[src/rtl/bcd_count_ctrl.sv]
// Sequencing controller for a two-digit BCD up-counter: loads the target,
// runs the counter, detects completion, optionally auto-restarts, watches for stalls.
module bcd_count_ctrl #(
  parameter int LOAD_CYCLES = 2,
  parameter int HOLD_CYCLES = 20,
  parameter int WDOG_MARGIN = 8
) (
  input  logic       CLK,
  input  logic       RST,
  input  logic       start,
  input  logic       abort,
  input  logic       repeat_en,
  input  logic [6:0] max_in,
  input  logic [3:0] digit_1,
  input  logic [3:0] digit_2,
  output logic       run,
  output logic [6:0] max_count,
  output logic       busy,
  output logic       done,
  output logic       fault,
  output logic [7:0] pass_count
);

  typedef enum logic [2:0] {IDLE, LOAD, RUN, DONE, FAULT} state_t;

  state_t      state_q, state_d;
  logic [7:0]  tmr_q, tmr_d;
  logic [9:0]  wdog_q, wdog_d;
  logic [6:0]  max_q, max_d;
  logic        done_q, done_d;
  logic [7:0]  pass_q, pass_d;

  logic [6:0]  tens, ones;
  logic        hit, load_end, hold_end, wdog_end;

  // Target is always <= 99, so both quotient and remainder fit a BCD nibble.
  assign tens     = max_q / 7'd10;
  assign ones     = max_q % 7'd10;
  assign hit      = ({digit_2, digit_1} == {tens[3:0], ones[3:0]});
  assign load_end = (tmr_q == 8'(LOAD_CYCLES - 1));
  assign hold_end = (tmr_q >= 8'(HOLD_CYCLES - 1));
  assign wdog_end = (wdog_q == ({3'b000, max_q} + 10'(WDOG_MARGIN)));

  always_comb begin
    state_d = state_q;
    case (state_q)
      IDLE:    if (start) state_d = LOAD;
      LOAD:    if (load_end) state_d = RUN;
      RUN:     if (hit) state_d = DONE;
               else if (wdog_end) state_d = FAULT;
      DONE:    if (start || (repeat_en && hold_end)) state_d = LOAD;
      FAULT:   if (start) state_d = LOAD;
      default: state_d = IDLE;
    endcase
    if (abort) state_d = IDLE;

    // Shared dwell timer for LOAD and DONE; restarts from 0 on every state change.
    tmr_d = 8'd0;
    if ((state_d == state_q) && ((state_q == LOAD) || (state_q == DONE)) && (tmr_q != 8'hFF))
      tmr_d = tmr_q + 8'd1;

    wdog_d = ((state_q == RUN) && (state_d == RUN)) ? wdog_q + 10'd1 : 10'd0;

    max_d = max_q;
    if ((state_d == LOAD) && (state_q != LOAD))
      max_d = (max_in > 7'd99) ? 7'd99 : max_in;

    done_d = (state_d == DONE) && (state_q != DONE);

    pass_d = pass_q;
    if (abort) pass_d = 8'd0;
    else if (done_d && (pass_q != 8'hFF)) pass_d = pass_q + 8'd1;
  end

  always_ff @(posedge CLK) begin
    if (RST) begin
      state_q <= IDLE;
      tmr_q   <= 8'd0;
      wdog_q  <= 10'd0;
      max_q   <= 7'd0;
      done_q  <= 1'b0;
      pass_q  <= 8'd0;
    end else begin
      state_q <= state_d;
      tmr_q   <= tmr_d;
      wdog_q  <= wdog_d;
      max_q   <= max_d;
      done_q  <= done_d;
      pass_q  <= pass_d;
    end
  end

  // run stays high in DONE so the counter holds its final value.
  assign run        = (state_q == RUN) || (state_q == DONE);
  assign busy       = (state_q == LOAD) || (state_q == RUN);
  assign fault      = (state_q == FAULT);
  assign done       = done_q;
  assign max_count  = max_q;
  assign pass_count = pass_q;

endmodule

[config.mk]
export PLATFORM = sky130hd
export DESIGN_NAME = bcd_count_ctrl
export DESIGN_NICKNAME = d
export VERILOG_FILES = /design/src/rtl/bcd_count_ctrl.sv
export SDC_FILE = /design/constraint.sdc
export NUM_CORES = 1
export LEC_CHECK = 0
export ABC_AREA = 0
export BUFFER_PORTS_ARGS = -buffer_cell sky130_fd_sc_hd__buf_4
export CORE_ASPECT_RATIO = 1.75
export CORE_MARGIN = 3
export CORE_UTILIZATION = 52
export CTS_CLUSTER_DIAMETER = 150
export CTS_CLUSTER_SIZE = 10
export DETAILED_ROUTE_END_ITERATION = 7
export PLACE_DENSITY = 0.8
export SYNTH_ARGS = -nofsm -noshare
export SYNTH_HDL_FRONTEND = slang
export SYNTH_SLANG_ARGS = --single-unit
[constraint.sdc]
create_clock -name CLK -period 3.1 [get_ports CLK]
set_input_delay 0.155 -clock CLK [delete_from_list [all_inputs] [get_ports CLK]]
set_output_delay 0.155 -clock CLK [all_outputs]
set_load 0.005 [all_outputs]
==> summary.md <==
| Metric | Value |
|---|---|
| EDFF count, synth | `0` |
| R2r setup slk | `-0.05 ns` |
| First DRT Iteration DRCs | `156` |
| First-pass GRT wire length | `10.7 mm` |
| Clk_skew | `0.00707 ns` |
| Clk_lat worst skew | `0.29 ns` |
| Vias in the first global route | `2492` |
| Rows | `33` |
| Critical path startpoint category | `flip-flop` |
| Worst-path cell chain | `inv_6 -> ha_4 -> or3b_4 -> a21oi_2 -> o31ai_2 -> a31o_2 -> ha_4 -> xor2_1 -> nand3_1 -> a21oi_2 -> a41o_2 -> nand4_1 -> buf_2 -> buf_4 -> o21ai_0 -> a21oi_1` |
| Synth Warn # | `0` |
| Drt wl/cell | `15.6 um` |
| Run status | `complete, but fails checks` |
| Synth Cell Area | `2620 um2` |
| CTS tree | `done` |
| Req. time, crit path | `3.28 ns` |
| Pleak | `1.33 nW` |
| Die Span Y | `99.8 um` |
| # setup viols final | `10` |
| WP data arrival | `3.33 ns` |
| Synth Instances | `323` |
| RR Endpoint | `pass_count[7]` |
| Initial Util | `54.6%` |
| Syn_nets | `350` |
| Slew @ Worst Pin | `0.519 ns` |
| Max-Slew Margin vs Limit | `65.3%` |
| HP Start | `RST` |
| Post-synth ARST share | `0%` |
| Period minus WS final | `3.15 ns` |
| Total clock sinks | `37` |
| Gpl congestion | `0.869` |
| Post-Route WL | `6.64 mm` |
| Syn_area_per_cell | `8.10 um2` |
| Most used DFF post-synth | `dfxtp_1` |
| Final Hold Viols | `0` |
| Clock-pin slew on the worst setup and hold paths | `0.08 ns` |
| Hold crit path type | `input pin to flip-flop` |
| Netlist cell types | `68` |
| Initial DRT Pass Iterations | `4` |
| Slowest stage cell, crit path | `dfxtp_4` |
| Setup ws final | `-0.0541 ns` |
| Post-synthesis sequential area ratio | `28.3%` |
| Clock buffers created by TritonCTS | `5` |
| Initial antenna violation count | `0` |
| GRT Residual Overflow | `0` |
| Antenna diodes | `0` |
| Slew Limit Fails | `0` |
| Commonest non-fill, non-tap cell in the layout | `buf_4` |
| Yosys reg bits | `37` |
| Gr usage total | `22.5%` |
| Max Root-Sink Buffers | `2` |
| Worst setup path class | `flip-flop to flip-flop` |
| Maxcap violations | `0` |
| Violated checks | `setup timing` |
| Pre-CTS WS | `0.00865 ns` |
| Die width | `59.6 um` |
| Via density per instance | `6.03` |
| R2R depth | `16` |
| CORE AREA | `4790 um2` |
| Most frequent cells in the layout | `buf_4, nor2_1, dfxtp_1` |
| Hold worst-path end | `max_count[2]` |
| Num ports | `39` |
| Delay of the slowest critical-path stage | `0.41 ns` |
| Unrepaired setup endpoints after global routing | `yes` |
| Reg2reg start | `max_count[3]` |
| Die ar. | `5950 um2` |
| DR DRC count | `0` |
| Clk root buf | `clkbuf_8` |
| CP Launch Point | `max_count[3]` |
| Largest net degree at the start of global routing | `21` |
| Detailed Place HPWL | `4.83 mm` |
| Final worst-path cycle share | `102%` |
| Final TNS setup | `-0.258 ns` |
| Pwr Density | `369 nW/um2` |
| Setup crit end kind | `flip-flop` |
| Port bufs | `38` |
| H-Tree Depth | `2` |
| Fmax | `317 MHz` |
| Hold Crit Depth | `2` |
| Layout area overhead | `25.2%` |
| # nets final | `400` |
| Max VDD drop | `0.448 mV` |
| Post-route ant nets | `0` |
| Final Util | `68.3%` |
| Detailed-route via count | `2567` |
| Share of layout cells above drive strength 1 | `27.8%` |
| Worst-path maximum fanout | `6` |
==> registers in the layout, summed over array words and instances (netlist names) <==
name	cells
wdog_q	10
pass_count	8
tmr_q	8
max_count	7
state_q	3
done	1
==> cells by family after synthesis <==
| group | synth area share, % |
|---|---|
| adder cells (fa/ha/maj) | 3.35 |
| buffers and inverters | 6.12 |
| flip-flops | 28.3 |
| multiplexers | 1.53 |
| AO/OA/AOI/OAI | 18.9 |
| XOR/XNOR | 11.7 |
| AND/OR/NAND/NOR | 30.1 |
==> cell type report <==
class / instances / area (um2)
multi-input combinational: 254 / 1800
fill: 418 / 1520
sequential: 37 / 746
timing repair buffer: 63 / 475
clock buffer: 5 / 68.8
clock inverter: 3 / 65.1
tap: 52 / 65.1
inverter: 12 / 50.0
==> per-stage QoR <==
step / hold slack (ns) / power, mW / cells / instance area [um2]
2_1_floorplan: 0.297 / 0.639 / 323 / 2670
3_3_place_gp: 0.398 / 0.699 / 411 / 3030
3_5_place_dp: 0.401 / 0.703 / 411 / 3030
4_1_cts: 0.0965 / 1.20 / 422 / 3190
5_1_grt: 0.105 / 1.25 / 426 / 3270
6_report: 0.0989 / 1.21 / 426 / 3270
==> worst max-delay path, delay by kind of cell, from the launching register on <==
kind            cells  cell delay (ns)
compound gates      7             1.06
simple gates        3             0.64
fa+ha+maj           2             0.44
flops               1             0.41
buf+inv             3             0.37
xor+xnor            1             0.13
==> routing by layer <==
layer / GRT usage [%] / routed length [um] / vias to the layer above
li1: - / - / 1262
met1: 23.9 / 2490 / 1215
met2: 41.2 / 3700 / 61
met3: 3.09 / 159 / 29
met4: 11.3 / 293 / 0
met5: 0 / 0 / -
==> power breakdown <==
group / leakage (nW) / switching, mW / internal [mW]
Clock: 0.0681 / 0.181 / 0.320
Combinational: 0.958 / 0.107 / 0.104
Sequential: 0.300 / 0.0138 / 0.481
Total: 1.33 / 0.302 / 0.905
==> how the worst max path moves through the flow <==
stage	cells past startpoint	slack, ns	end
2_1_floorplan	17	0.02	pass_count[7]
3_3_place_gp	14	0.11	pass_count[3]
3_5_place_dp	14	0.009	pass_count[4]
4_1_cts	15	0.005	pass_count[4]
5_1_grt	15	-0.16	pass_count[5]
6_report	16	-0.05	pass_count[7]
==> cells in the mapped netlist, drive strengths merged (2+ instances only) <==
cell | count | area share, %
nand2b | 8 | 1.9
a311oi | 4 | 1.3
dfxtp | 37 | 28
nor3 | 7 | 1.3
or3b | 2 | 0.67
a21oi | 18 | 3.4
o31ai | 2 | 0.57
o21ai | 11 | 2.1
nand4 | 5 | 1.2
nand3b | 3 | 0.86
and3b | 4 | 1.3
clkbuf | 5 | 0.72
nand3 | 20 | 4.0
o211ai | 3 | 0.86
xor2 | 21 | 7.0
nor4b | 2 | 0.91
xnor2 | 14 | 4.7
nor2 | 37 | 5.4
and3 | 11 | 2.6
a21boi | 2 | 0.72
or2 | 3 | 0.72
a41o | 2 | 0.81
o311ai | 2 | 0.67
o21bai | 2 | 0.57
nor3b | 4 | 1.1
or3 | 7 | 1.9
nor2b | 8 | 1.9
inv | 12 | 1.7
o21a | 2 | 0.57
a21o | 2 | 0.57
o22ai | 3 | 0.72
nor4 | 4 | 1.8
ha | 7 | 3.3
a221oi | 2 | 0.91
a31o | 2 | 0.67
a41oi | 2 | 0.67
buf | 15 | 3.7
nand2 | 11 | 1.6
mux2i | 4 | 1.5
==> timing repair <==
action                                  in CTS  in global routing
hold buffers                                 0                  0
gates cloned                                 0                  1
setup buffers                                3                  3
pin swaps                                    0                 20
endpoints found under the setup margin       6                 26
resized for setup                            2                 17
No activity file was read; power rests on OpenSTA's default activity.
